[src/rtl/vedic_8x8.sv]
// vedic_8x8: unsigned 8x8 Urdhva-Tiryagbhyam multiplier with 16-bit product and >8-bit flag.
// Latency: 3 clocks (operand regs, 4x4 partial products, final combine); one result per clock.
// Backpressure: none, always streaming; a new operand pair is accepted every clock.
module vedic_8x8 (
  input  logic        clk,
  input  logic        rst_n,
  input  logic [7:0]  a,
  input  logic [7:0]  b,
  output logic [15:0] prod,
  output logic        overflow
);

  // 2x2 cell: bit products and two half adders.
  function automatic logic [3:0] vedic_2x2(input logic [1:0] x, input logic [1:0] y);
    logic c1, c2, c3, s1, h1;
    c1 = x[1] & y[0];
    c2 = x[0] & y[1];
    c3 = x[1] & y[1];
    s1 = c1 ^ c2;
    h1 = c1 & c2;
    return {c3 & h1, c3 ^ h1, s1, x[0] & y[0]};
  endfunction

  // 4x4 block: same vertical-crosswise structure as the 8x8 level, built from 2x2 cells.
  function automatic logic [7:0] vedic_4x4(input logic [3:0] x, input logic [3:0] y);
    logic [3:0] q_ll, q_hl, q_lh, q_hh;
    logic [4:0] mid;
    q_ll = vedic_2x2(x[1:0], y[1:0]);
    q_hl = vedic_2x2(x[3:2], y[1:0]);
    q_lh = vedic_2x2(x[1:0], y[3:2]);
    q_hh = vedic_2x2(x[3:2], y[3:2]);
    mid  = {1'b0, q_hl} + {1'b0, q_lh};
    return {4'b0, q_ll} + {1'b0, mid, 2'b0} + {q_hh, 4'b0};
  endfunction

  logic [7:0]  a_q, b_q;
  logic [7:0]  pp_ll, pp_hl, pp_lh, pp_hh;
  logic [7:0]  pp_ll_d, pp_hl_d, pp_lh_d, pp_hh_d;
  logic [8:0]  mid_sum;
  logic [15:0] prod_d;

  always_comb begin
    pp_ll_d = vedic_4x4(a_q[3:0], b_q[3:0]);
    pp_hl_d = vedic_4x4(a_q[7:4], b_q[3:0]);
    pp_lh_d = vedic_4x4(a_q[3:0], b_q[7:4]);
    pp_hh_d = vedic_4x4(a_q[7:4], b_q[7:4]);
  end

  // Middle term kept at 9 bits so the cross-product carry is never lost.
  always_comb begin
    mid_sum = {1'b0, pp_hl} + {1'b0, pp_lh};
    prod_d  = {8'b0, pp_ll} + {3'b0, mid_sum, 4'b0} + {pp_hh, 8'b0};
  end

  always_ff @(posedge clk or negedge rst_n) begin
    if (!rst_n) begin
      a_q      <= '0;
      b_q      <= '0;
      pp_ll    <= '0;
      pp_hl    <= '0;
      pp_lh    <= '0;
      pp_hh    <= '0;
      prod     <= '0;
      overflow <= 1'b0;
    end else begin
      a_q      <= a;
      b_q      <= b;
      pp_ll    <= pp_ll_d;
      pp_hl    <= pp_hl_d;
      pp_lh    <= pp_lh_d;
      pp_hh    <= pp_hh_d;
      prod     <= prod_d;
      overflow <= |prod_d[15:8];
    end
  end

endmodule

[config.mk]
export PLATFORM = sky130hd
export DESIGN_NAME = vedic_8x8
export DESIGN_NICKNAME = d
export VERILOG_FILES = /design/src/rtl/vedic_8x8.sv
export SDC_FILE = /design/constraint.sdc
export NUM_CORES = 1
export LEC_CHECK = 0
export ABC_AREA = 1
export BUFFER_PORTS_ARGS = -buffer_cell sky130_fd_sc_hd__buf_2
export CORE_UTILIZATION = 25
export DETAILED_ROUTE_END_ITERATION = 16
export PLACE_DENSITY = 0.4
export SETUP_SLACK_MARGIN = 0.2
export SYNTH_ARGS = -nofsm -noshare
export SYNTH_HDL_FRONTEND = slang
export SYNTH_SLANG_ARGS = --single-unit
[constraint.sdc]
create_clock -name clk -period 3.35 [get_ports clk]
set_input_delay 0.8375 -clock clk [delete_from_list [all_inputs] [get_ports clk]]
set_output_delay 0.8375 -clock clk [all_outputs]
set_load 0.02 [all_outputs]
Word-level counts from Yosys, hierarchy flattened:

Cells that the tools add are included.

* $add $sub $neg: 15
* reduce and logical (&&, ||, !) cells: 1
* bitwise gates (word level): 128

Operator list (number)
* bitwise AND 1 bit: 96
* adder 4 x 7 -> 8 bit: 4
* adder 8 bit: 4
* XOR 1 bit: 32
* adder 4 x 4 -> 5 bit: 4
* adder 14 x 16 -> 16 bit: 1
* adder 8 x 13 -> 14 bit: 1
* adder 8 x 8 -> 9 bit: 1
* OR reduction 8 bit: 1

* logic and storage cells: 152
* output and inout port bits: 17
* bits in registers: 65
* input port bits: 18

Logic depth before layout (Yosys ltp):

Gate-level depths: netlist of run 1.

* word-level depth: 6
* depth in mapped cells: 21
* depth with buffers taken out: 21

Worst setup path after synthesis of run 1:

OpenSTA, ideal clock, no wires.

* path type: reg-to-reg
* start: register b_q[4]
* end: register pp_hh[7]
* path slack: 809 ps
* library setup time: 80 ps
* period minus slack after synthesis: 2541 ps
* cell stages (with the launch flop): 15
* required time: 3270 ps
* buffers on the path: 1
* arrival time: 2462 ps
* cell sequence: dfrtp_1 -> clkbuf_1 -> nand2_1 -> inv_1 -> ha_1 -> ha_1 -> ha_1 -> xor2_1 -> ha_1 -> a21oi_1 -> nand2_1 -> nand2_1 -> nand2_1 -> a21oi_1 -> xnor2_1

* word-level cells in the longest chain between the ends: 6
* elaborated cells between the ends (all ways): 15
* classes of those cells: 3 x add/sub; 12 x bitwise

RTL lines
* start, declared: RTL line 36 `logic [7:0] a_q, b_q;`
* start signal, assigned: RTL line 58 `b_q <= '0;`
* start signal, assigned: RTL line 67 `b_q <= b;`
* bitwise AND 1 bit: RTL line 16 `c1 = x[1] & y[0];`
* bitwise AND 1 bit: RTL line 20 `h1 = c1 & c2;`
* XOR 1 bit / bitwise AND 1 bit (equally long branches): RTL line 21 `return {c3 & h1, c3 ^ h1, s1, x[0] & y[0]};`
* adder 4 x 4 -> 5 bit: RTL line 32 `mid = {1'b0, q_hl} + {1'b0, q_lh};`
* adder 4 x 7 -> 8 bit *: RTL line 33 `return {4'b0, q_ll} + {1'b0, mid, 2'b0} + {q_hh, 4'b0};`
* adder 8 bit *: RTL line 33
* via pp_hh_d[7]: RTL line 38 `logic [7:0] pp_ll_d, pp_hl_d, pp_lh_d, pp_hh_d;`
* end signal, assigned: RTL line 71 `pp_hh <= pp_hh_d;`
* end, declared: RTL line 37 `logic [7:0] pp_ll, pp_hl, pp_lh, pp_hh;`

The timed path passes the listed nets; every way through them passes the cells marked *.

Worst setup path after layout of run 1:

* start: register pp_hl[0]
* end: register overflow

* word-level cells in the longest chain between the ends: 4

RTL lines
* start, declared: RTL line 37
* start signal, assigned: RTL line 69 `pp_hl <= pp_hl_d;`
* adder 8 x 8 -> 9 bit: RTL line 51 `mid_sum = {1'b0, pp_hl} + {1'b0, pp_lh};`
* adder 8 x 13 -> 14 bit: RTL line 52 `prod_d = {8'b0, pp_ll} + {3'b0, mid_sum, 4'b0} + {pp_hh, 8'b0};`
* adder 14 x 16 -> 16 bit: RTL line 52
* via prod_d[14]: RTL line 40 `logic [15:0] prod_d;`
* OR reduction 8 bit: RTL line 73 `overflow <= |prod_d[15:8];`
* end signal, assigned: RTL line 73
* end, declared: RTL line 10 `output logic overflow`

The timed path passes the listed nets, and every way through them passes these cells.

==> results of run 1 <==
-- power by group through the flow --
stage / clock, mW / combinational [mW] / sequential (mW)
4_1_cts: 0.948 / 1.65 / 1.05
3_5_place_dp: 0 / 1.64 / 1.06
3_3_place_gp: 0 / 1.63 / 1.06
5_1_grt: 0.979 / 1.90 / 1.07
6_report: 0.912 / 1.62 / 1.05
2_1_floorplan: 0 / 1.17 / 1.13
-- sequential cells by signal (all words and copies together) (netlist names) --
name / count
overflow: 1
prod: 16
a_q: 8
pp_lh: 8
pp_hl: 8
pp_hh: 8
b_q: 8
pp_ll: 8
-- kinds of logic (layout without fill, tap and decap cells) --
group                      count (synthesis)  count (layout)  share of synthesized area (%)
and+or+nand+nor                          214             214                           19.0
buffers and inverters                    119             154                           9.51
adders and majority gates                 97              97                           27.4
DFF                                       65              65                           34.6
xor gates and xnor gates                  32              32                           5.97
AOI/OAI and AO/OA                         29              29                           3.41
-- through the flow --
stage	std cells	hold WS, ps	area, µm²	util [%]	setup WS [ps]
2_1_floorplan	556	331	4700	-	809
3_3_place_gp	805	332	5110	28.0	548
3_5_place_dp	805	335	5110	28.0	527
4_1_cts	820	347	5390	29.6	507
5_1_grt	820	355	5390	29.6	257
6_report	820	346	5390	29.6	554
-- worst max path at each step --
| stage | to | slack (ps) | cells past startpoint |
|---|---|---|---|
| after floorplan | pp_hh[7] | 810 | 14 |
| after global placement | overflow | 550 | 18 |
| after detailed placement | overflow | 530 | 18 |
| after CTS | overflow | 510 | 18 |
| after global routing | overflow | 260 | 18 |
| final | overflow | 550 | 18 |
-- final cells by class --
type | count | area share, %
multi-input cells | 372 | 48.6
flip-flops and latches | 65 | 30.2
inverters | 103 | 7.17
well taps | 229 | 5.31
clock buffers | 10 | 4.24
repair buffers | 36 | 3.43
clock inverters | 5 | 1.07
-- worst register-to-register path, stage by stage (launching register included) --
cell and delay (ps):
dfrtp_1 330, ha_1 160, inv_1 60, fa_1 410, o21ai_2 210, nand2_1 70
nand2_1 60, nand2_1 40, nand2_1 60, xor2_1 150, inv_1 70, ha_1 290
nand2_1 110, nor2_2 140, nand3_1 140, nand4_1 120, nand2_1 80, nor2_1 110
nand3_1 70
-- cells in the final DEF, fill, tap and decap left out, types with 6 or more instances in the layout --
cell type	n
a21oi_1	23
buf_2	34
clkbuf_16	9
dfrtp_1	65
fa_1	10
ha_1	87
inv_1	103
nand2_1	152
nand3_1	38
nor2_1	11
xnor2_1	6
xor2_1	26
-- per-layer routing --
metal	global-route usage (%)	vias up
met5	0	-
met4	4.33	2
met3	3.00	14
met2	17.1	47
met1	14.0	1494
li1	-	1795
==> run_results.csv, run 1 <==
group,metric,value,unit
detailed_routing,met3_length,360,µm
synth,synth_edf_count,0,
power_and_ir_drop,p_per_area,663,nW/µm²
layout,syn_to_final_growth,14.9,%
global_routing,grt_overflow,0,
power_and_ir_drop,p_sw,1.43,mW
setup_path,r2r-start,"pp_hl[0]",
synth,synth_cells,556,
setup_path,crit_required,3570,ps
setup_path,crit_start,"pp_hl[0]",
global_routing,grt_pass1_vias,3359,
outcome,violations,"design-rule violations",
detailed_routing,firstDrtPassIters,13,
setup_path,critPathLaunchType,"flop",
power_and_ir_drop,irDropWorstVdd,0.263,mV
synth,synth.most_common_cell,"nand2_1",
synth,synth_top_area_cell,"dfrtp_1",
die,core_region_area,18200,µm²
detailed_routing,postRouteAntennaNets,0,
power_and_ir_drop,pwr-share-comb,45.3,%
synth,ys_ff_latch,65,
die,die_y,139,µm
sta,fmax,0.358,GHz
power_and_ir_drop,p_int,2.14,mW
power_and_ir_drop,clockPowerShare,25.5,%
setup_path,worstReg2RegEnd,"overflow",
setup_path,cp_slowest_cell,"fa_1",
job,cap_violations,0,
detailed_routing,met1_length,4810,µm
sta,finalMaxSlewViolations,0,
die,start_util,25.8,%
layout,nNetsFinal,702,
detailed_routing,viasPerCell,4.09,
clock_network,cts_hold_buf,0,
detailed_routing,drc,4,
synth,ys.flop_type,"dfrtp_1",
sta,setup-violations-final,0,
clock_network,cts.sinks,65,
setup_path,path_cells,"ha_1, inv_1, fa_1, o21ai_2, nand2_1, nand2_1, nand2_1, nand2_1, xor2_1, inv_1, ha_1, nand2_1, nor2_2, nand3_1, nand4_1, nand2_1, nor2_1, nand3_1",
setup_path,critPathKind,"flop to flop",
layout,drive_gt1_share,9.81,%
power_and_ir_drop,power.share.switching,40.1,%
setup_path,critPathArrivalTime,3010,ps
global_routing,grt_pass1_wl,16300,µm
sta,hold_viol,0,
sta,period_share,83.5,%
place,post-dp-hpwl,7810,µm
synth,synthesis.area,4700,µm²
setup_path,worstPathMaxFanout,3,
synth,ys.warnings.count,0,
clock_network,postCtsSetupRepairBufs,0,
detailed_routing,wl,9520,µm
synth,synth_top_area_share,34.6,%
synth,netlist_top_cells_count,"152 x nand2_1, 103 x inv_1, 87 x ha_1",
layout,multi_input_area,2620,µm²
layout,fillCellCount,1942,
sta,rsz0062_at_grt,"no",
detailed_routing,dr.first_iter.drc_count,112,
clock_network,cts_root_buf,"clkbuf_16",
sta,worst_slew_pin_slew,747,ps
synth,async_flop_share,100,%
outcome,status,"finished with violations",
place,gp_congestion,0.780,
min_path,hp-start,"pp_ll[0]",
setup_path,cp.buffers_inverters,2,
sta,slew_headroom,50.2,%
setup_path,worst-r2r-cell-count,18,
clock_network,clk_pin_slew_worst_paths,60,ps
sta,period_needed,2800,ps
synth,syn_area_per_cell,8.45,µm²
sta,setup_tns,0,ps
synth,synth_nets,671,
detailed_routing,wire_per_inst,11.6,µm
layout,n_antenna_cell,0,
synth,ys_seq_area_share,34.6,%
place,io_buffer_count,34,
clock_network,cts_tree,"built",
min_path,min_path_type,"flop to flop",
detailed_routing,vias,3352,
die,die_area,19300,µm²
global_routing,grt_antenna_before_repair,1,
global_routing,grt_max_degree,34,
synth,synth_area_leaders,"dfrtp_1 35%, ha_1 23%, nand2_1 12%",
clock_network,max-clock-path-buffers,2,
power_and_ir_drop,leakage,3.39,nW
setup_path,critical_path.top_delay_family,"simple AND/OR/NAND/NOR gates",
clock_network,clkLatencyLatePin,340,ps
setup_path,slowest_delay,410,ps
power_and_ir_drop,power.total,3.58,mW
setup_path,rrSetupSlack,550,ps
clock_network,cts_htree_levels,3,
synth,ys_types,24,
clock_network,cts_resized,0,
die,io_pins,35,
detailed_routing,routed-wl-met2,4160,µm
die,rows,49,
setup_path,crit_path_frequent_cell,"nand2_1",
power_and_ir_drop,seq_power_share,29.2,%
min_path,whs_path_depth,0,
layout,regArea,1630,µm²
min_path,min_to,"prod[0]",
sta,skew,9.45,ps
detailed_routing,top_layer_used,"met5",
global_routing,track_usage,10.8,%
setup_path,crit_path_end_kind,"flop",
clock_network,cts_inserted_buffers,9,
die,die_w,139,µm
No activity file was read; power rests on OpenSTA's default activity.
==> run 2, diff against run 1 <==
PLACE_DENSITY = 0.41   (was 0.4)
clock period = 2.4 ns   (was 3.35 ns; I/O delays follow)
==> run 2 against run 1 <==
- the run ends with design-rule violations, negative setup slack left
- via count grew 12%
- non-clock buffer count grew 93
- critical path depth is the same
- sequential share of layout area is 6.4 points lower
- total power up 75%
- clock-buffer cell count grew 1
- fmax up 8.4%
- register-to-register slack got worse by 730 ps
- flip-flop and latch count is the same
==> run_results.csv, run 2 (synthesis results as in run 1) <==
group,metric,value,unit
outcome,status,"finished with violations",
outcome,violations,"design-rule violations, negative setup slack",
setup_path,crit_path_end_kind,"flop",
sta,fmax,0.388,GHz
setup_path,crit_start,"pp_hl[0]",
global_routing,grt_max_degree,45,
layout,n_antenna_cell,0,
die,die_w,139,µm
power_and_ir_drop,leakage,3.85,nW
place,gp_congestion,0.915,
power_and_ir_drop,p_per_area,902,nW/µm²
clock_network,cts_inserted_buffers,9,
setup_path,critPathKind,"flop to flop",
place,post-dp-hpwl,8590,µm
layout,drive_gt1_share,43.9,%
detailed_routing,dr.first_iter.drc_count,89,
layout,final_common_cell,"nand2_1",
sta,worst_slew_pin_slew,528,ps
place,io_buffer_count,34,
job,cap_violations,0,
setup_path,endpoint,"overflow",
die,die_area,19300,µm²
setup_path,critPathArrivalTime,2790,ps
setup_path,worst-r2r-cell-count,18,
layout,stdcell_count,912,
die,start_util,25.8,%
place,dp_cells,878,
power_and_ir_drop,irDropWorstVdd,0.405,mV
die,core_region_area,18200,µm²
sta,setup-violations-final,12,
layout,syn_to_final_growth,47.6,%
setup_path,worstReg2RegEnd,"overflow",
sta,skew,8.40,ps
detailed_routing,postRouteAntennaNets,0,
setup_path,worstPathMaxFanout,3,
die,die_y,139,µm
clock_network,cts_hold_buf,0,
sta,finalMaxSlewViolations,0,
setup_path,path_depth,18,
sta,period_needed,2580,ps
layout,final_cell_mix,"118 x nand2_1, 78 x inv_1, 70 x buf_4",
setup_path,crit_path_frequent_cell,"nand2_1",
layout,largest_reg_flops,16,
clock_network,cts_root_buf,"clkbuf_16",
global_routing,grt_antenna_before_repair,0,
sta,layout_setup_ws,-179,ps
sta,slew_headroom,64.8,%
setup_path,crit_required,2610,ps
clock_network,clk_pin_slew_worst_paths,50,ps
sta,hold_viol,0,
detailed_routing,wl,10700,µm
die,io_pins,35,
clock_network,cts.sinks,65,
clock_network,cts_tree,"built",
place,post-place-ws,-327,ps
global_routing,grt_pass1_vias,3886,
detailed_routing,wire_per_inst,11.7,µm
die,rows,49,
setup_path,cp_slowest_cell,"fa_2",
sta,whs,242,ps
sta,period_share,107,%
detailed_routing,firstDrtPassIters,13,
detailed_routing,drc,2,
layout,top_register,"prod",
sta,setup_tns,-819,ps
setup_path,cp.buffers_inverters,2,
layout,nNetsFinal,795,
setup_path,slowest_delay,350,ps
min_path,min_path_type,"primary input to async pin",
clock_network,clkLatencyLatePin,330,ps
setup_path,critical_path.top_delay_family,"simple AND/OR/NAND/NOR gates",
detailed_routing,viasPerCell,4.12,
setup_path,r2r-start,"pp_hl[0]",
global_routing,grt_pass1_wl,18200,µm
clock_network,max-clock-path-buffers,2,
clock_network,cts_htree_levels,3,
power_and_ir_drop,power.total,6.26,mW
setup_path,path_cells,"ha_2, inv_2, fa_2, o21ai_2, nand2_1, nand2_1, nand2_1, nand2_1, xor2_1, inv_2, ha_4, nand2_4, nor2_4, nand3_2, nand4_1, nand2_2, nor2_1, nand3_1",
sta,rsz0062_at_grt,"yes",
global_routing,grt_overflow,0,
setup_path,critPathLaunchType,"flop",
global_routing,track_usage,12.0,%
detailed_routing,vias,3758,
setup_path,rrSetupSlack,-180,ps
## run 2: cell types whose count changed in the layout (fill, tap and decap cells not counted), sizes merged
cell / delta
clkinv: -2
clkinvlp: +1
bufinv: -1
clkbuf: +1
buf: +93
## run 2: layout make-up
| cell class | instances | area, µm² |
|---|---|---|
| Multi-Input combinational cell | 372 | 3350 |
| Sequential cell | 65 | 1650 |
| Fill cell | 1851 | 11300 |
| Inverter | 103 | 389 |
| Timing Repair Buffer | 129 | 995 |
| Clock inverter | 3 | 17.5 |
| Clock buffer | 11 | 253 |
| Tap cell | 229 | 287 |
## run 2: routing by layer
layer / global-route usage [%] / vias up / part of all wire (%)
li1: - / 1973 / -
met1: 14.9 / 1717 / 48
met2: 19.6 / 52 / 47
met3: 2.69 / 16 / 2.4
met4: 5.79 / 0 / 2.5
met5: 0 / - / 0
## run 2: per-stage QoR
| step | instance area, µm² | utilization, % |
|---|---|---|
| after global placement | 5970 | 32.8 |
| after floorplan | 5120 | - |
| final | 6930 | 38.1 |
| after detailed placement | 5970 | 32.8 |
| after global routing | 6930 | 38.1 |
| after CTS | 6690 | 36.7 |
## run 2: worst min-delay path by stage
stage,from,to,slack (ps),depth (start not counted)
floorplan,rst_n,a_q[0],300,0
global placement,pp_ll[3],prod[3],330,0
detailed placement,pp_ll[2],prod[2],340,0
CTS,rst_n,pp_ll[5],250,1
global route,rst_n,pp_ll[5],280,1
finish,rst_n,pp_ll[5],240,1
## run 2: what timing repair did
item | 4_1_cts | 5_1_grt
setup buffers | 12 | 8
cloned | 0 | 0
resized for setup | 83 | 53
pin swaps | 48 | 46
endpoints found under the setup margin | 25 | 26
## run 2: report_power, final
group | internal (mW) | total [mW] | switching, mW | leakage (nW)
combinational | 1.75 | 3.61 | 1.86 | 2.95
sequential | 1.34 | 1.46 | 0.115 | 0.768
clock | 0.738 | 1.19 | 0.451 | 0.133
